<file path="config.mk">
export PLATFORM = sky130hd
export DESIGN_NAME = mac_dot_product_sequencer
export DESIGN_NICKNAME = d
export VERILOG_FILES = /design/src/rtl/mac_seq_pkg.sv /design/src/rtl/mac_accum_core.sv /design/src/rtl/mac_dot_product_sequencer.sv
export SDC_FILE = /design/constraint.sdc
export NUM_CORES = 1
export LEC_CHECK = 0
export CORE_ASPECT_RATIO = 0.9
export CORE_MARGIN = 1
export CORE_UTILIZATION = 40
export CTS_BUF_LIST = sky130_fd_sc_hd__clkbuf_8
export DETAILED_ROUTE_END_ITERATION = 10
export GPL_ROUTABILITY_DRIVEN = 0
export PLACE_DENSITY = 0.56
export SYNTH_ARGS = -nofsm -noshare
export SYNTH_HDL_FRONTEND = slang
export SYNTH_SLANG_ARGS = --single-unit
</file>
<file path="constraint.sdc">
create_clock -name clk -period 5.1 [get_ports clk]
set_input_delay 1.275 -clock clk [delete_from_list [all_inputs] [get_ports clk]]
set_output_delay 1.275 -clock clk [all_outputs]
set_load 0.02 [all_outputs]
</file>
<file path="src/rtl/mac_seq_pkg.sv">
// Shared types and default widths for the dot-product sequencer and its accumulate core.
package mac_seq_pkg;

    typedef enum logic [1:0] {
        IDLE  = 2'd0,
        CLEAR = 2'd1,
        RUN   = 2'd2,
        DONE  = 2'd3
    } state_t;

    localparam int A_W_DEF   = 20;
    localparam int B_W_DEF   = 18;
    localparam int P_W_DEF   = A_W_DEF + B_W_DEF;
    localparam int LEN_W_DEF = 8;

    // Saturation rails for the default accumulator width
    localparam logic [P_W_DEF-1:0] SAT_MAX = {1'b0, {(P_W_DEF-1){1'b1}}};
    localparam logic [P_W_DEF-1:0] SAT_MIN = {1'b1, {(P_W_DEF-1){1'b0}}};

endpackage

</file>
<file path="src/rtl/mac_accum_core.sv">
// Signed multiply plus accumulator with clear/enable/subtract controls matching the DSP MAC.
// Build option MAC_SAT_EN: saturating accumulate plus sticky sat flag.
module mac_accum_core
    import mac_seq_pkg::*;
#(
    parameter int A_W = A_W_DEF,
    parameter int B_W = B_W_DEF,
    parameter int P_W = P_W_DEF
) (
    input  logic                  clk,
    input  logic                  reset,
    input  logic                  clr,
    input  logic                  en,
    input  logic                  sub,
    input  logic signed [A_W-1:0] a,
    input  logic signed [B_W-1:0] b,
    output logic signed [P_W-1:0] acc
`ifdef MAC_SAT_EN
    ,
    output logic                  sat
`endif
);

    localparam int M_W = A_W + B_W;

    logic signed [M_W-1:0] prod;
    logic signed [P_W-1:0] prod_ext;
    logic signed [P_W-1:0] acc_q, acc_d;

    assign prod     = M_W'(a) * M_W'(b);
    assign prod_ext = P_W'(prod);
    assign acc      = acc_q;

`ifdef MAC_SAT_EN
    localparam logic [P_W-1:0] SAT_HI = {1'b0, {(P_W-1){1'b1}}};
    localparam logic [P_W-1:0] SAT_LO = {1'b1, {(P_W-1){1'b0}}};

    logic [P_W:0] wide;
    logic         ovf;
    logic         sat_q, sat_d;

    // One guard bit exposes overflow: the top two bits disagree
    always_comb begin
        wide = sub ? ({acc_q[P_W-1], acc_q} - {prod_ext[P_W-1], prod_ext})
                   : ({acc_q[P_W-1], acc_q} + {prod_ext[P_W-1], prod_ext});
        ovf  = wide[P_W] ^ wide[P_W-1];
        acc_d = acc_q;
        sat_d = sat_q;
        if (clr) begin
            acc_d = '0;
            sat_d = 1'b0;
        end else if (en) begin
            acc_d = ovf ? (wide[P_W] ? SAT_LO : SAT_HI) : wide[P_W-1:0];
            sat_d = sat_q | ovf;
        end
    end

    always_ff @(posedge clk or posedge reset) begin
        if (reset) sat_q <= 1'b0;
        else       sat_q <= sat_d;
    end

    assign sat = sat_q;
`else
    always_comb begin
        acc_d = acc_q;
        if (clr)
            acc_d = '0;
        else if (en)
            acc_d = sub ? (acc_q - prod_ext) : (acc_q + prod_ext);
    end
`endif

    always_ff @(posedge clk or posedge reset) begin
        if (reset) acc_q <= '0;
        else       acc_q <= acc_d;
    end

endmodule

</file>
<file path="src/rtl/mac_dot_product_sequencer.sv">
// Dot-product job controller: clear, N streamed multiply-accumulates, then result hand-off.
// Build option MAC_SAT_EN adds saturating arithmetic and the sat_o output.
module mac_dot_product_sequencer
    import mac_seq_pkg::*;
#(
    parameter int A_W   = A_W_DEF,
    parameter int B_W   = B_W_DEF,
    parameter int P_W   = P_W_DEF,
    parameter int LEN_W = LEN_W_DEF
) (
    input  logic                  clk,
    input  logic                  reset,
    input  logic                  start_i,
    input  logic [LEN_W-1:0]      len_i,
    input  logic                  subtract_i,
    output logic                  busy_o,
    input  logic                  in_valid_i,
    output logic                  in_ready_o,
    input  logic signed [A_W-1:0] a_i,
    input  logic signed [B_W-1:0] b_i,
    output logic                  p_valid_o,
    input  logic                  p_ready_i,
    output logic signed [P_W-1:0] p_o
`ifdef MAC_SAT_EN
    ,
    output logic                  sat_o
`endif
);

    state_t             state_q, state_d;
    logic [LEN_W-1:0]   rem_q, rem_d;
    logic               sub_q, sub_d;
    logic               acc_clr, acc_en;
    logic signed [P_W-1:0] acc;

    mac_accum_core #(
        .A_W(A_W),
        .B_W(B_W),
        .P_W(P_W)
    ) u_core (
        .clk  (clk),
        .reset(reset),
        .clr  (acc_clr),
        .en   (acc_en),
        .sub  (sub_q),
        .a    (a_i),
        .b    (b_i),
        .acc  (acc)
`ifdef MAC_SAT_EN
        ,
        .sat  (sat_o)
`endif
    );

    always_comb begin
        state_d    = state_q;
        rem_d      = rem_q;
        sub_d      = sub_q;
        acc_clr    = 1'b0;
        acc_en     = 1'b0;
        busy_o     = 1'b1;
        in_ready_o = 1'b0;
        p_valid_o  = 1'b0;
        case (state_q)
            IDLE: begin
                busy_o = 1'b0;
                if (start_i) begin
                    rem_d   = len_i;
                    sub_d   = subtract_i;
                    state_d = CLEAR;
                end
            end
            CLEAR: begin
                acc_clr = 1'b1;
                state_d = (rem_q != '0) ? RUN : DONE;
            end
            RUN: begin
                in_ready_o = 1'b1;
                if (in_valid_i) begin
                    acc_en = 1'b1;
                    rem_d  = rem_q - LEN_W'(1);
                    if (rem_q == LEN_W'(1))
                        state_d = DONE;
                end
            end
            DONE: begin
                p_valid_o = 1'b1;
                if (p_ready_i)
                    state_d = IDLE;
            end
            default: state_d = IDLE;
        endcase
    end

    always_ff @(posedge clk or posedge reset) begin
        if (reset) begin
            state_q <= IDLE;
            rem_q   <= '0;
            sub_q   <= 1'b0;
        end else begin
            state_q <= state_d;
            rem_q   <= rem_d;
            sub_q   <= sub_d;
        end
    end

    // Partial sums stay hidden while accumulating; the last result persists until CLEAR
    assign p_o = (state_q == RUN) ? '0 : acc;

endmodule

</file>
Word level (Yosys, flattened, before mapping)
Index checks and enable logic that the tools add are counted.
W data, S select, Z words.
{"block": "word_totals", "register_bits": 49, "in_bits": 52, "output_inout_bits": 41, "wordCells": 42}
{"block": "op_classes", "add_sub_neg": 3, "mul": 1, "n_eq_ne": 8, "n_mux": 19, "n_reduce_logical": 7}
{"operator": "$mux W38", "count": 4}
{"operator": "$add A38 B38 Y38", "count": 1}
{"operator": "$mul A20 B18 Y38", "count": 1}
{"operator": "$sub A38 B38 Y38", "count": 1}
{"operator": "$mux W8", "count": 2}
{"operator": "$pmux W8 S2", "count": 1}
{"operator": "$eq A8 B1 Y1 const B", "count": 1}
{"operator": "$mux W2", "count": 4}
{"operator": "$ne A2 B2 Y1 const B", "count": 4}
{"operator": "$pmux W2 S4", "count": 1}
{"operator": "$reduce_bool A8 Y1", "count": 1}
{"operator": "$sub A8 B1 Y8 const B", "count": 1}
{"operator": "$mux W1", "count": 7}
{"operator": "$eq A2 B2 Y1 const B", "count": 2}
{"operator": "$reduce_and A4 Y1", "count": 1}
{"operator": "$reduce_bool A2 Y1", "count": 2}
{"operator": "$reduce_and A3 Y1", "count": 1}
{"operator": "$eq A2 B1 Y1 const B", "count": 1}
{"operator": "$logic_not A2 Y1", "count": 1}
{"operator": "$reduce_and A2 Y1", "count": 1}

Depth between registers and ports, before layout
{"block": "depth", "depth_word": 5, "mapped_depth": 39, "ltp_nobuf": 36}

Hierarchy
Synthesis repeated with hierarchy kept, for this count alone.
{"block": "unflattened", "hier_cells": 2215, "area_unflattened_um2": 19220.9}
{"module": "mac_accum_core", "n_inst": 1, "cells_each": 2085, "area_per_inst_um2": 18148.7, "seq_area_each_um2": 950.9}
{"module": "mac_dot_product_sequencer", "n_inst": 1, "cells_each": 130, "area_per_inst_um2": 1072.3, "seq_area_each_um2": 275.3}

Least setup slack after synthesis
OpenSTA, ideal clock, no wires.
{"block": "synth_path", "path_type": "in2reg", "start": "input port b_i[0]", "end": "register u_core.acc_q[36] (netlist: u_core.acc[36])", "setup_time_ns": 0.136, "t_arrival_ns": 9.470, "required_ns": 4.964, "setup_slack_ns": -4.507, "stages": 38, "n_path_buf": 3, "path_cell_list": "clkbuf_1 -> clkbuf_1 -> nand2_1 -> fa_1 -> inv_1 -> fa_1 -> inv_1 -> fa_1 -> fa_1 -> inv_1 -> fa_1 -> inv_1 -> fa_1 -> inv_1 -> ha_1 -> clkbuf_1 -> nand2_1 -> or2_2 -> [... 2 more ...] -> xnor2_1 -> o2111ai_1 -> nor2_1 -> and3_1 -> nor2_1 -> xnor2_1 -> ha_1 -> a21o_1 -> a21o_1 -> a21oi_1 -> o21ai_0 -> a21oi_1 -> nor2_1 -> a21oi_1 -> a31oi_1 -> a221oi_1 -> xor2_1 -> o21ai_0"}
{"block": "synth_via", "elab_chain_cells": 5, "elab_cells_between_ends": 6, "cone_classes": "2 x add/sub; 1 x mul; 3 x mux"}
{"item": "start, declared", "line_no": "mac_dot_product_sequencer.sv:20", "source": "input logic signed [B_W-1:0] b_i,"}
{"item": "$mul A20 B18 Y38 *", "line_no": "mac_accum_core.sv:30", "source": "assign prod = M_W'(a) * M_W'(b);"}
{"item": "$add A38 B38 Y38 / $sub A38 B38 Y38 (equally long branches)", "line_no": "mac_accum_core.sv:70", "source": "acc_d = sub ? (acc_q - prod_ext) : (acc_q + prod_ext);"}
{"item": "$mux W38 *", "line_no": "mac_accum_core.sv:70"}
{"item": "$mux W38 *", "line_no": "mac_accum_core.sv:69", "source": "else if (en)"}
{"item": "$mux W38 *", "line_no": "mac_accum_core.sv:67", "source": "if (clr)"}
{"item": "end signal, assigned", "line_no": "mac_accum_core.sv:75", "source": "if (reset) acc_q <= '0;"}
{"item": "end signal, assigned", "line_no": "mac_accum_core.sv:76", "source": "else acc_q <= acc_d;"}
{"item": "end, declared", "line_no": "mac_accum_core.sv:28", "source": "logic signed [P_W-1:0] acc_q, acc_d;"}
Mark *: on every way between the ends. The rest lies on a longest branch, timed or not. The select of a mux whose other input is x is not followed.
A chain may end at the register's enable or synchronous reset.

Worst setup path after layout
{"block": "layout_path", "start": "input port b_i[7]", "end": "register u_core.acc_q[37] (netlist: u_core.acc[37])"}
Same word-level chain as after synthesis.

==> impl_results.md <==
* Crit path depth at 37
* Hold Vio Cnt, Final at 0
* Sequential-to-total area share from yosys stat at between 6 and 7%
* CP peak stage delay at 550 ps
* Max-Cap Viols at 0
* Normalized max-slew margin at about a fifth
* Pre-CTS setup slack at -4620 ps
* R2R cell count at 14
* Chip Width at roughly 230 um
* Worst hold stages at 2
* FF+latch count, synth at just under 50
* Violated checks: setup timing
* Syn nets at roughly 2800
* Final Max Slew Viols at 0
* Bufs and invs on worst path at 8
* HPWL Detailed at roughly 43 mm
* Global-route wire length before repair at 92.1 mm
* GR Overflow Total at 0
* Final worst path period need at 8850 ps
* Most common cell on crit path: fa_1
* Top-area cell type share of the netlist area at ~39%
* Setup ws final at -3750 ps
* Ports at 93
* Crit-path leading delay family: adder cells
* Cell area after layout at 0.0263 sq mm
* Vias per cell at 5.01
* Avg Synthesized Cell Area at 8.56 sq um
* Run status: complete, but fails checks
* Die area at roughly 0.048 sq mm
* Layout Skew at between 15 and 20 ps
* Slowest cell on the critical path: fa_1
* Avg WL per Cell at 16.2 um
* Number of global-route vias before repair at 18300
* Highest Clock Rate at 113 MHz
* Final net count at approximately 3300
* Top FF cell, synth: dfrtp_1
* Post-route ant nets at 0
* Drt first pass iters at 5
* CTS H-tree depth at 2
* Worst hold slack at a little under 500 ps
* Hold-fix buffers at CTS at 0
* Total CTS buffers at 5
* Critical Path Sink Type: register
* Final period utilization at 174%
* Skew-Pair Late Insertion Delay at between 300 and 400 ps
* DRT iter0 DRCs at just under 900
* Worst Tran Pin Value at ~1200 ps
* Die Y at just over 200 um
* IO buf count at 92
* Synth Cell Area at roughly 0.019 sq mm
* Netlist cell types at just under 80
* Via Count at 16700
* Initial antenna violation count at 0
* Top cells by area, synth: fa_1, ha_1, inv_1
* Final setup vio count at 33
* Clk buf depth at 2
* Largest net degree at the start of global routing at 59
* Hold crit path type: reg -> reg
* Mapped Cells at around 2200
* Worst setup SP type: input pin
* Hold Startpoint: u_core.acc[0]
* Yosys warnings at 0
* Rows at 75
* Max FO, Critical Path at 7
* Fillers at 4203
* Arrival time of the worst setup path at 9100 ps
* Clock slew at reported path FFs at roughly 100 ps
* Share of cells above drive strength 1 at 31.3%
* Ant. Diodes at 0
* Placed cell area at between 0.02 and 0.025 sq mm
* Crit Reg-Reg Endpoint: u_core.acc[27]
* RSZ-0062 raised after global routing: true
* Synth async-reset ratio at 100%
* Area Growth Syn to Fin at 40.0%
* Worst R2R Setup Slack at 990 ps
* Drt total wl at between 50 and 60 mm
* Core area at ~0.047 sq mm
* Endpoint, Worst Hold: u_core.acc[0]
* Clock root cell: clkbuf_8
* Worst EP required at around 5400 ps
* CTS sink count at just under 50
* Kind of critical path: in -> reg
* Cell taking the most area after synthesis: fa_1
* DR DRC count at 0
* Total GRT Usage at between 20% and 30%
* Crit Reg-Reg Startpoint: sub_q
* Post-synth EDFFs at 0
* Initial Util at between 40% and 50%
* CTS tree: yes
==> cells in the mapped netlist, types with 12 or more instances <==
master	count
a21o_1	33
a31oi_1	12
and3_1	12
nand2_1	250
fa_1	362
nor2_1	75
inv_1	440
or3_1	15
a21oi_1	90
o21ai_0	68
nand2b_1	12
xor2_1	31
o21a_1	15
nand3_1	24
dfrtp_1	49
xnor2_1	53
and2_1	183
ha_1	142
nor3_1	21
clkbuf_1	81
nor2b_1	45
==> metrics by stage <==
stage,util (%),TNS (ps),cells
after floorplan,-,-81700,2197
after global placement,51.3,-115160,3224
after detailed placement,51.3,-117940,3224
after CTS,55.1,-91640,3317
after global routing,56.6,-100790,3334
final,56.6,-91480,3334
==> worst max path at each step <==
stage	endpoint	startpoint	slack, ps
after floorplan	u_core.acc[36]	b_i[6]	-3670
after global placement	u_core.acc[37]	b_i[9]	-4460
after detailed placement	u_core.acc[37]	b_i[9]	-4620
after CTS	u_core.acc[37]	a_i[19]	-3800
after global routing	u_core.acc[37]	b_i[0]	-4100
final	u_core.acc[37]	b_i[7]	-3750
==> cell usage in the layout, fill, tap and decap left out, types with 9 or more instances in the layout <==
cell and instances:
o31ai_1 9, nand2_1 234, nand4_1 11, and3_1 9
nor3_1 17, xnor2_1 35, dfrtp_1 49, inv_1 403
buf_2 10, buf_4 424, o21ai_2 14, fa_2 17
nor2b_1 42, nand2_2 10, nor2_1 63, xnor2_2 14
a21oi_2 29, ha_1 107, a21o_1 33, nand3_1 18
o21a_1 14, fa_1 345, ha_4 29, buf_12 23
nand2b_1 12, and2_4 30, buf_6 58, o21ai_0 36
inv_2 35, o21ai_1 24, xor2_1 30, and2_1 153
clkdlybuf4s50_1 55, or3_1 11, a21oi_1 55
==> logic make-up (layout without fill, tap and decap cells) <==
kind of cell | Yosys count | after routing | synth area share [%]
and+or+nand+nor | 686 | 686 | 18.6
adders and majority gates | 504 | 504 | 48.0
AOI/OAI and AO/OA | 335 | 335 | 11.8
muxes | 8 | 8 | 0.446
xor gates and xnor gates | 85 | 85 | 4.00
buffers and inverters | 530 | 1051 | 10.6
DFF | 49 | 49 | 6.52
==> final cells by class <==
class                           count  area [sq um]  area share [%]
Multi-Input combinational cell   1618         17200            65.2
Timing Repair Buffer              603          5400            20.5
Tap cell                          616           771            2.93
Inverter                          440          1660            6.29
Clock inverter                      2          37.5           0.143
Sequential cell                    49          1230            4.66
Clock buffer                        6          82.6           0.314
==> worst min-delay path, stage by stage, from the launching register on <==
cell     delay [ps]
dfrtp_1         360
nand2_1          50
o21ai_0          60
==> flip-flops by register name, summed over array words and instances, names as in the netlist <==
signal and count:
sub_q 1, u_core.acc 38, rem_q 8, state_q 2
==> repair_timing <==
item                                    4_1_cts  5_1_grt
endpoints found under the setup margin       34       33
gates resized for setup                     315      185
pin swaps                                   165      121
buffers inserted                             74       25
cloned                                       14        0
==> metal layers <==
metal	wire, um	global-route usage, %
met1	24000	31.9
met2	27000	41.6
met3	2070	2.71
met4	924	3.63
met5	0	0
Power is not shown: default switching activity piles up to over one toggle a cycle in this logic, so the estimate is an artifact.
